[src/rtl/nanorisc_pkg.sv]
// +----------------------------------------------------------------------------+
// | Module   : nanorisc_pkg                                                    |
// | Purpose  : Shared widths, register-index constants and bank selector type |
// |            for the NanoRisc register file.                                 |
// | Contents : DATA_W, ADDR_W, REG_RA/REG_MEM/REG_T0/REG_T1 (bank A),          |
// |            REG_T2 (bank B), bank_e, bank_of()                              |
// | Revision : 1.0  initial release                                            |
// +----------------------------------------------------------------------------+
`default_nettype none

package nanorisc_pkg;

    localparam int DATA_W = 8;
    localparam int ADDR_W = 2;

    // Bank A entries
    localparam logic [ADDR_W-1:0] REG_RA  = 2'd0;
    localparam logic [ADDR_W-1:0] REG_MEM = 2'd1;
    localparam logic [ADDR_W-1:0] REG_T0  = 2'd2;
    localparam logic [ADDR_W-1:0] REG_T1  = 2'd3;
    // Bank B entry
    localparam logic [ADDR_W-1:0] REG_T2  = 2'd0;

    typedef enum logic {
        BANK_A = 1'b0,
        BANK_B = 1'b1
    } bank_e;

    // isSendType0 steers the general write port between the two banks.
    function automatic bank_e bank_of(input logic is_send_type0);
        return is_send_type0 ? BANK_B : BANK_A;
    endfunction

endpackage

`default_nettype wire

[src/rtl/reg_bank_4x8.sv]
// +----------------------------------------------------------------------------+
// | Module   : reg_bank_4x8                                                    |
// | Purpose  : One 2**ADDR_W x DATA_W register bank with a general write port, |
// |            a priority write port and NUM_RD combinational read ports.      |
// | Ports    : clock, reset (async, active-high)                               |
// |            wr_en/wr_idx/wr_data     general write                          |
// |            pri_en/pri_idx/pri_data  write that wins on an index collision  |
// |            rd_idx[NUM_RD]           read indices                           |
// |            rd_data[NUM_RD]          bank[rd_idx], zero latency             |
// | Revision : 1.0  initial release                                            |
// +----------------------------------------------------------------------------+
`default_nettype none

module reg_bank_4x8 #(
    parameter int DATA_W = 8,
    parameter int ADDR_W = 2,
    parameter int NUM_RD = 1
) (
    input  logic                           clock,
    input  logic                           reset,
    input  logic                           wr_en,
    input  logic [ADDR_W-1:0]              wr_idx,
    input  logic [DATA_W-1:0]              wr_data,
    input  logic                           pri_en,
    input  logic [ADDR_W-1:0]              pri_idx,
    input  logic [DATA_W-1:0]              pri_data,
    input  logic [NUM_RD-1:0][ADDR_W-1:0]  rd_idx,
    output logic [NUM_RD-1:0][DATA_W-1:0]  rd_data
);

    localparam int DEPTH = 1 << ADDR_W;

    logic [DATA_W-1:0] regs [DEPTH];

    // The priority port is checked first so that a simultaneous general
    // write to the same entry is dropped; writes to distinct entries both land.
    always_ff @(posedge clock or posedge reset) begin
        if (reset) begin
            for (int e = 0; e < DEPTH; e++) begin
                regs[e] <= '0;
            end
        end else begin
            for (int e = 0; e < DEPTH; e++) begin
                if (pri_en && (pri_idx == ADDR_W'(e))) begin
                    regs[e] <= pri_data;
                end else if (wr_en && (wr_idx == ADDR_W'(e))) begin
                    regs[e] <= wr_data;
                end
            end
        end
    end

    generate
        for (genvar p = 0; p < NUM_RD; p++) begin : g_rd
            assign rd_data[p] = regs[rd_idx[p]];
        end
    endgenerate

endmodule

`default_nettype wire

[src/rtl/registers_bank.sv]
// +----------------------------------------------------------------------------+
// | Module   : registers_bank                                                  |
// | Purpose  : NanoRisc register file, banks A ($ra,$mem,$t0,$t1) and B       |
// |            ($t2 + 3 general). Steers the general write to bank A or B,     |
// |            gives the memory-load write into $mem priority.                 |
// | Ports    : clock, reset (async, active-high)                               |
// |            readReg1/2 -> data1/2 (bank A), readReg3 -> data3 (bank B)      |
// |            memRead = A1 ($mem), raRead = A0 ($ra)                          |
// |            RegWrite/writeReg/writeData/isSendType0  general write          |
// |            RegMemWrite/memWrite                     load into $mem         |
// | Config   : `define REG_BYPASS_EN forwards same-cycle write data to every   |
// |            read port whose bank/index matches the write target.           |
// | Revision : 1.0  initial release                                            |
// +----------------------------------------------------------------------------+
`default_nettype none

module registers_bank #(
    parameter int DATA_W = nanorisc_pkg::DATA_W,
    parameter int ADDR_W = nanorisc_pkg::ADDR_W
) (
    input  logic              clock,
    input  logic              reset,
    input  logic [ADDR_W-1:0] readReg1,
    input  logic [ADDR_W-1:0] readReg2,
    input  logic [ADDR_W-1:0] readReg3,
    input  logic [ADDR_W-1:0] writeReg,
    input  logic [DATA_W-1:0] writeData,
    input  logic [DATA_W-1:0] memWrite,
    output logic [DATA_W-1:0] data1,
    output logic [DATA_W-1:0] data2,
    output logic [DATA_W-1:0] data3,
    output logic [DATA_W-1:0] memRead,
    output logic [DATA_W-1:0] raRead,
    input  logic              RegWrite,
    input  logic              RegMemWrite,
    input  logic              isSendType0
);

    import nanorisc_pkg::*;

    localparam logic [ADDR_W-1:0] IDX_RA  = ADDR_W'(REG_RA);
    localparam logic [ADDR_W-1:0] IDX_MEM = ADDR_W'(REG_MEM);

    bank_e wr_bank;
    logic  a_wr_en;
    logic  b_wr_en;

    assign wr_bank = bank_of(isSendType0);
    assign a_wr_en = RegWrite && (wr_bank == BANK_A);
    assign b_wr_en = RegWrite && (wr_bank == BANK_B);

    // Bank A read ports: 0=readReg1, 1=readReg2, 2=$ra tap, 3=$mem tap
    logic [3:0][ADDR_W-1:0] a_rd_idx;
    logic [3:0][DATA_W-1:0] a_rd_data;
    logic [0:0][ADDR_W-1:0] b_rd_idx;
    logic [0:0][DATA_W-1:0] b_rd_data;

    assign a_rd_idx = {IDX_MEM, IDX_RA, readReg2, readReg1};
    assign b_rd_idx = readReg3;

    reg_bank_4x8 #(
        .DATA_W (DATA_W),
        .ADDR_W (ADDR_W),
        .NUM_RD (4)
    ) u_bank_a (
        .clock    (clock),
        .reset    (reset),
        .wr_en    (a_wr_en),
        .wr_idx   (writeReg),
        .wr_data  (writeData),
        .pri_en   (RegMemWrite),
        .pri_idx  (IDX_MEM),
        .pri_data (memWrite),
        .rd_idx   (a_rd_idx),
        .rd_data  (a_rd_data)
    );

    // Bank B has no memory-load path; its priority port is tied off.
    reg_bank_4x8 #(
        .DATA_W (DATA_W),
        .ADDR_W (ADDR_W),
        .NUM_RD (1)
    ) u_bank_b (
        .clock    (clock),
        .reset    (reset),
        .wr_en    (b_wr_en),
        .wr_idx   (writeReg),
        .wr_data  (writeData),
        .pri_en   (1'b0),
        .pri_idx  ('0),
        .pri_data ('0),
        .rd_idx   (b_rd_idx),
        .rd_data  (b_rd_data)
    );

`ifdef REG_BYPASS_EN
    // Same priority as the registered write: the $mem load beats a general
    // write to A1. Forwarding is not gated by reset, so a pending write is
    // visible on the read ports even while the registers are held clear.
    function automatic logic [DATA_W-1:0] fwd(
        input logic [ADDR_W-1:0] idx,
        input logic [DATA_W-1:0] stored,
        input logic              gen_en,
        input logic [ADDR_W-1:0] gen_idx,
        input logic [DATA_W-1:0] gen_data,
        input logic              pri_en,
        input logic [DATA_W-1:0] pri_data
    );
        if (pri_en && (idx == IDX_MEM)) begin
            return pri_data;
        end else if (gen_en && (idx == gen_idx)) begin
            return gen_data;
        end
        return stored;
    endfunction

    always_comb begin
        data1   = fwd(readReg1, a_rd_data[0], a_wr_en, writeReg, writeData, RegMemWrite, memWrite);
        data2   = fwd(readReg2, a_rd_data[1], a_wr_en, writeReg, writeData, RegMemWrite, memWrite);
        raRead  = fwd(IDX_RA,   a_rd_data[2], a_wr_en, writeReg, writeData, RegMemWrite, memWrite);
        memRead = fwd(IDX_MEM,  a_rd_data[3], a_wr_en, writeReg, writeData, RegMemWrite, memWrite);
        data3   = fwd(readReg3, b_rd_data[0], b_wr_en, writeReg, writeData, 1'b0, '0);
    end
`else
    always_comb begin
        data1   = a_rd_data[0];
        data2   = a_rd_data[1];
        raRead  = a_rd_data[2];
        memRead = a_rd_data[3];
        data3   = b_rd_data[0];
    end
`endif

endmodule

`default_nettype wire

[config.mk]
export PLATFORM = sky130hd
export DESIGN_NAME = registers_bank
export DESIGN_NICKNAME = d
export VERILOG_FILES = /design/src/rtl/nanorisc_pkg.sv /design/src/rtl/reg_bank_4x8.sv /design/src/rtl/registers_bank.sv
export SDC_FILE = /design/constraint.sdc
export NUM_CORES = 1
export LEC_CHECK = 0
export ABC_CLOCK_PERIOD_IN_PS = 1700
export CAP_MARGIN = 20
export CORE_MARGIN = 3
export CORE_UTILIZATION = 30
export DETAILED_ROUTE_END_ITERATION = 12
export SLEW_MARGIN = 20
export SYNTH_ARGS = -nofsm -noshare
export SYNTH_HDL_FRONTEND = slang
export SYNTH_HIERARCHICAL = 1
export SYNTH_SLANG_ARGS = --single-unit
[constraint.sdc]
create_clock -name clock -period 1.7 [get_ports clock]
set_input_delay 0.34 -clock clock [delete_from_list [all_inputs] [get_ports clock]]
set_output_delay 0.34 -clock clock [all_outputs]
set_load 0.03 [all_outputs]
==> results.sh <==
export IMPL_worst_setup_path_type="flop to output port"
export IMPL_die_h_microns=124
export IMPL_p_sw_frac=0.334
export IMPL_grt_overflow=0
export IMPL_yosysUniqueCellTypes=23
export IMPL_antenna_diode_count=0
export IMPL_syn_avg_cell_area_sq_um=9.78
export IMPL_cts_root_buffer="clkbuf_16"
export IMPL_slew_viol_final=0
export IMPL_cp_max_fo=5
export IMPL_yosysSeqAreaShare=0.386
export IMPL_wl_microns=11800
export IMPL_total_power_mw=6.31
export IMPL_drv_cap=0
export IMPL_vdd_ir_drop_max_v=0.000624
export IMPL_drive_gt1_frac=0.318
export IMPL_coreArea_sq_um=13400
export IMPL_ys_warn_count=6
export IMPL_setup_violations=39
export IMPL_dr_pass1_iters=7
export IMPL_tritoncts="built"
export IMPL_critPathArrivalTime_ns=1.40
export IMPL_dp_hpwl_microns=9020
export IMPL_dieArea_sq_um=15300
export IMPL_synth_area_leader_cell="dfrtp_1"
export IMPL_fin_util=0.448
export IMPL_reg2reg_depth=4
export IMPL_fill_cells=1285
export IMPL_p_leak_nw=2.70
export IMPL_hold_violations=0
export IMPL_grt_max_degree=33
export IMPL_skew_ns=0
export IMPL_ys_ff_latch=64
export IMPL_violations="negative setup slack"
export IMPL_setup_worst_path_start="u_bank_a/regs[30]"
export IMPL_worst_pin_slew_ns=0.783
export IMPL_most_common_layout_cells="nand2_1, dfrtp_1, nor2_1"
export IMPL_rrSetupSlack_ns=0.72
export IMPL_drt_iter0_markers=272
export IMPL_vias_per_cell=4.95
export IMPL_grt_use_total=0.158
export IMPL_switchingPower_mw=2.11
export IMPL_comb_power_share=0.390
export IMPL_ant_nets=0
export IMPL_yosysTopAreaCellShare=0.386
export IMPL_routabilityCongestion=0.812
export IMPL_reg2reg_from="u_bank_a/regs[25]"
export IMPL_grt_pass1_wl_microns=18900
export IMPL_p_seq_frac=0.329
export IMPL_holdCritPathClass="primary input to async pin"
export IMPL_area_delta_synth_final_pct=44.6
export IMPL_startpoint_type="flop"
export IMPL_fin_nets=616
export IMPL_p_clk_frac=0.282
export IMPL_clkLatencyLatePin_ns=0.32
export IMPL_drc=0
export IMPL_timing_fmax_ghz=0.574
export IMPL_min_period_ns=1.74
export IMPL_rsz0062_at_grt="true"
export IMPL_wl_per_cell_microns=15.4
export IMPL_post_route_period_util=1.03
export IMPL_grt_pass1_vias=3640
export IMPL_instances_no_fill=767
export IMPL_cts_clk_slew_worst_paths_ns=0.05
export IMPL_cts_hold_buffers=0
export IMPL_die_x_microns=124
export IMPL_setup_ws_ns=-0.0436
export IMPL_status="complete, but fails checks"
export IMPL_relSlewSlack=0.478
export IMPL_synthCells=424
export IMPL_port_buffer_count=68
export IMPL_start_util=0.310
export IMPL_synth_area_sq_um=4150
export IMPL_clock_sinks=64
export IMPL_mostFrequentLayoutCell="nand2_1"
export IMPL_cts_made_buffers=9
export IMPL_num_vias=3799
export IMPL_row_count=42
export IMPL_placed_cells=743
export IMPL_antenna_found_initial=0
export IMPL_clk_path_buf_depth=2
export IMPL_end_kind="output port"
export IMPL_seq_area_sq_um=1610
export IMPL_multiInputGateArea_sq_um=2570
export IMPL_critPathCapture="raRead[6]"
export IMPL_worstReg2RegEnd="u_bank_a/regs[25]"
export IMPL_h_tree_depth=3
export IMPL_ios=69
export IMPL_synth_area_top_cells="dfrtp_1, mux4_2, nand2_1"
export IMPL_internal_power_mw=4.20
export IMPL_required_ns=1.36
export IMPL_power_density_nw_per_um2=1050
==> flip-flops by register name (all words and copies together) (netlist names) <==
register,count
u_bank_a/regs,32
u_bank_b/regs,32
==> worst max-delay path, stage by stage (launching register included) <==
cell and delay, ns:
dfrtp_2 0.44, mux4_2 0.48, buf_6 0.16
==> layout make-up <==
cell class              instances  area share
flip-flops and latches         64       0.268
multi-input cells             378       0.429
repair buffers                132       0.218
clock inverters                 6      0.0102
clock buffers                   9      0.0375
well taps                     176      0.0367
inverters                       2     0.00125
==> power by group through the flow <==
| stage | Clock (mW) | Sequential [mW] | Combinational (mW) |
|---|---|---|---|
| 5_1_grt | 1.89 | 2.10 | 2.61 |
| 6_report | 1.78 | 2.07 | 2.46 |
| 3_3_place_gp | 0 | 2.08 | 2.21 |
| 3_5_place_dp | 0 | 2.08 | 2.26 |
| 2_1_floorplan | 0 | 2.00 | 1.39 |
| 4_1_cts | 1.80 | 2.06 | 2.43 |
==> worst min-delay path by stage <==
stage | from | end | slack, ns | depth (start not counted)
2_1_floorplan | reset | u_bank_a/regs[0] | 0.46 | 1
3_3_place_gp | u_bank_b/regs[0] | u_bank_b/regs[0] | 0.52 | 2
3_5_place_dp | u_bank_b/regs[14] | u_bank_b/regs[14] | 0.54 | 2
4_1_cts | reset | u_bank_a/regs[23] | 0.45 | 3
5_1_grt | reset | u_bank_a/regs[23] | 0.48 | 3
6_report | reset | u_bank_a/regs[30] | 0.44 | 3
==> stage by stage <==
| step | setup WS [ns] | instance area (sq um) | hold WS (ns) | setup TNS (ns) |
|---|---|---|---|---|
| after floorplan | 0.156 | 4350 | 0.456 | 0 |
| after global placement | -0.744 | 5580 | 0.524 | -23.08 |
| after detailed placement | -0.779 | 5580 | 0.537 | -25.09 |
| after CTS | -0.0638 | 5970 | 0.450 | -1.19 |
| after global routing | -0.0844 | 6000 | 0.483 | -2.27 |
| final | -0.0436 | 6000 | 0.437 | -0.832 |
==> kinds of logic after synthesis <==
| family | count (synthesis) | synth area share |
|---|---|---|
| flip-flops | 64 | 0.386 |
| buffers and inverters | 36 | 0.0422 |
| AND/OR/NAND/NOR | 218 | 0.228 |
| AO/OA/AOI/OAI | 64 | 0.125 |
| other | 2 | 0.00181 |
| multiplexers | 40 | 0.217 |
==> layer usage <==
metal,routed length [microns],part of all wire,up-vias,GRT usage
met3,838,0.071,4,0.0318
met1,5350,0.45,1826,0.219
li1,-,-,1793,-
met4,32,0.0027,0,0.0270
met5,0,0,-,0
met2,5630,0.47,176,0.261
==> cells in the mapped netlist <==
cell	count
or3b_1	4
dfrtp_1	64
nand3_1	4
buf_6	2
nor2_4	2
nand3b_1	8
and3b_1	4
nor2_2	2
nand2_1	128
and2_2	1
buf_1	4
clkbuf_1	8
a31oi_2	14
mux4_2	40
nor2_1	60
and3_1	2
nor3b_2	2
and2b_2	1
inv_1	2
buf_2	20
conb_1	2
a31oi_4	2
a31oi_1	48
==> what timing repair did <==
action,4_1_cts,5_1_grt
pin swaps,0,0
endpoints found under the setup margin,40,40
endpoints found under the hold margin,0,0
setup buffers,6,3
gates resized for setup,267,3
No activity file was read; power rests on OpenSTA's default activity.
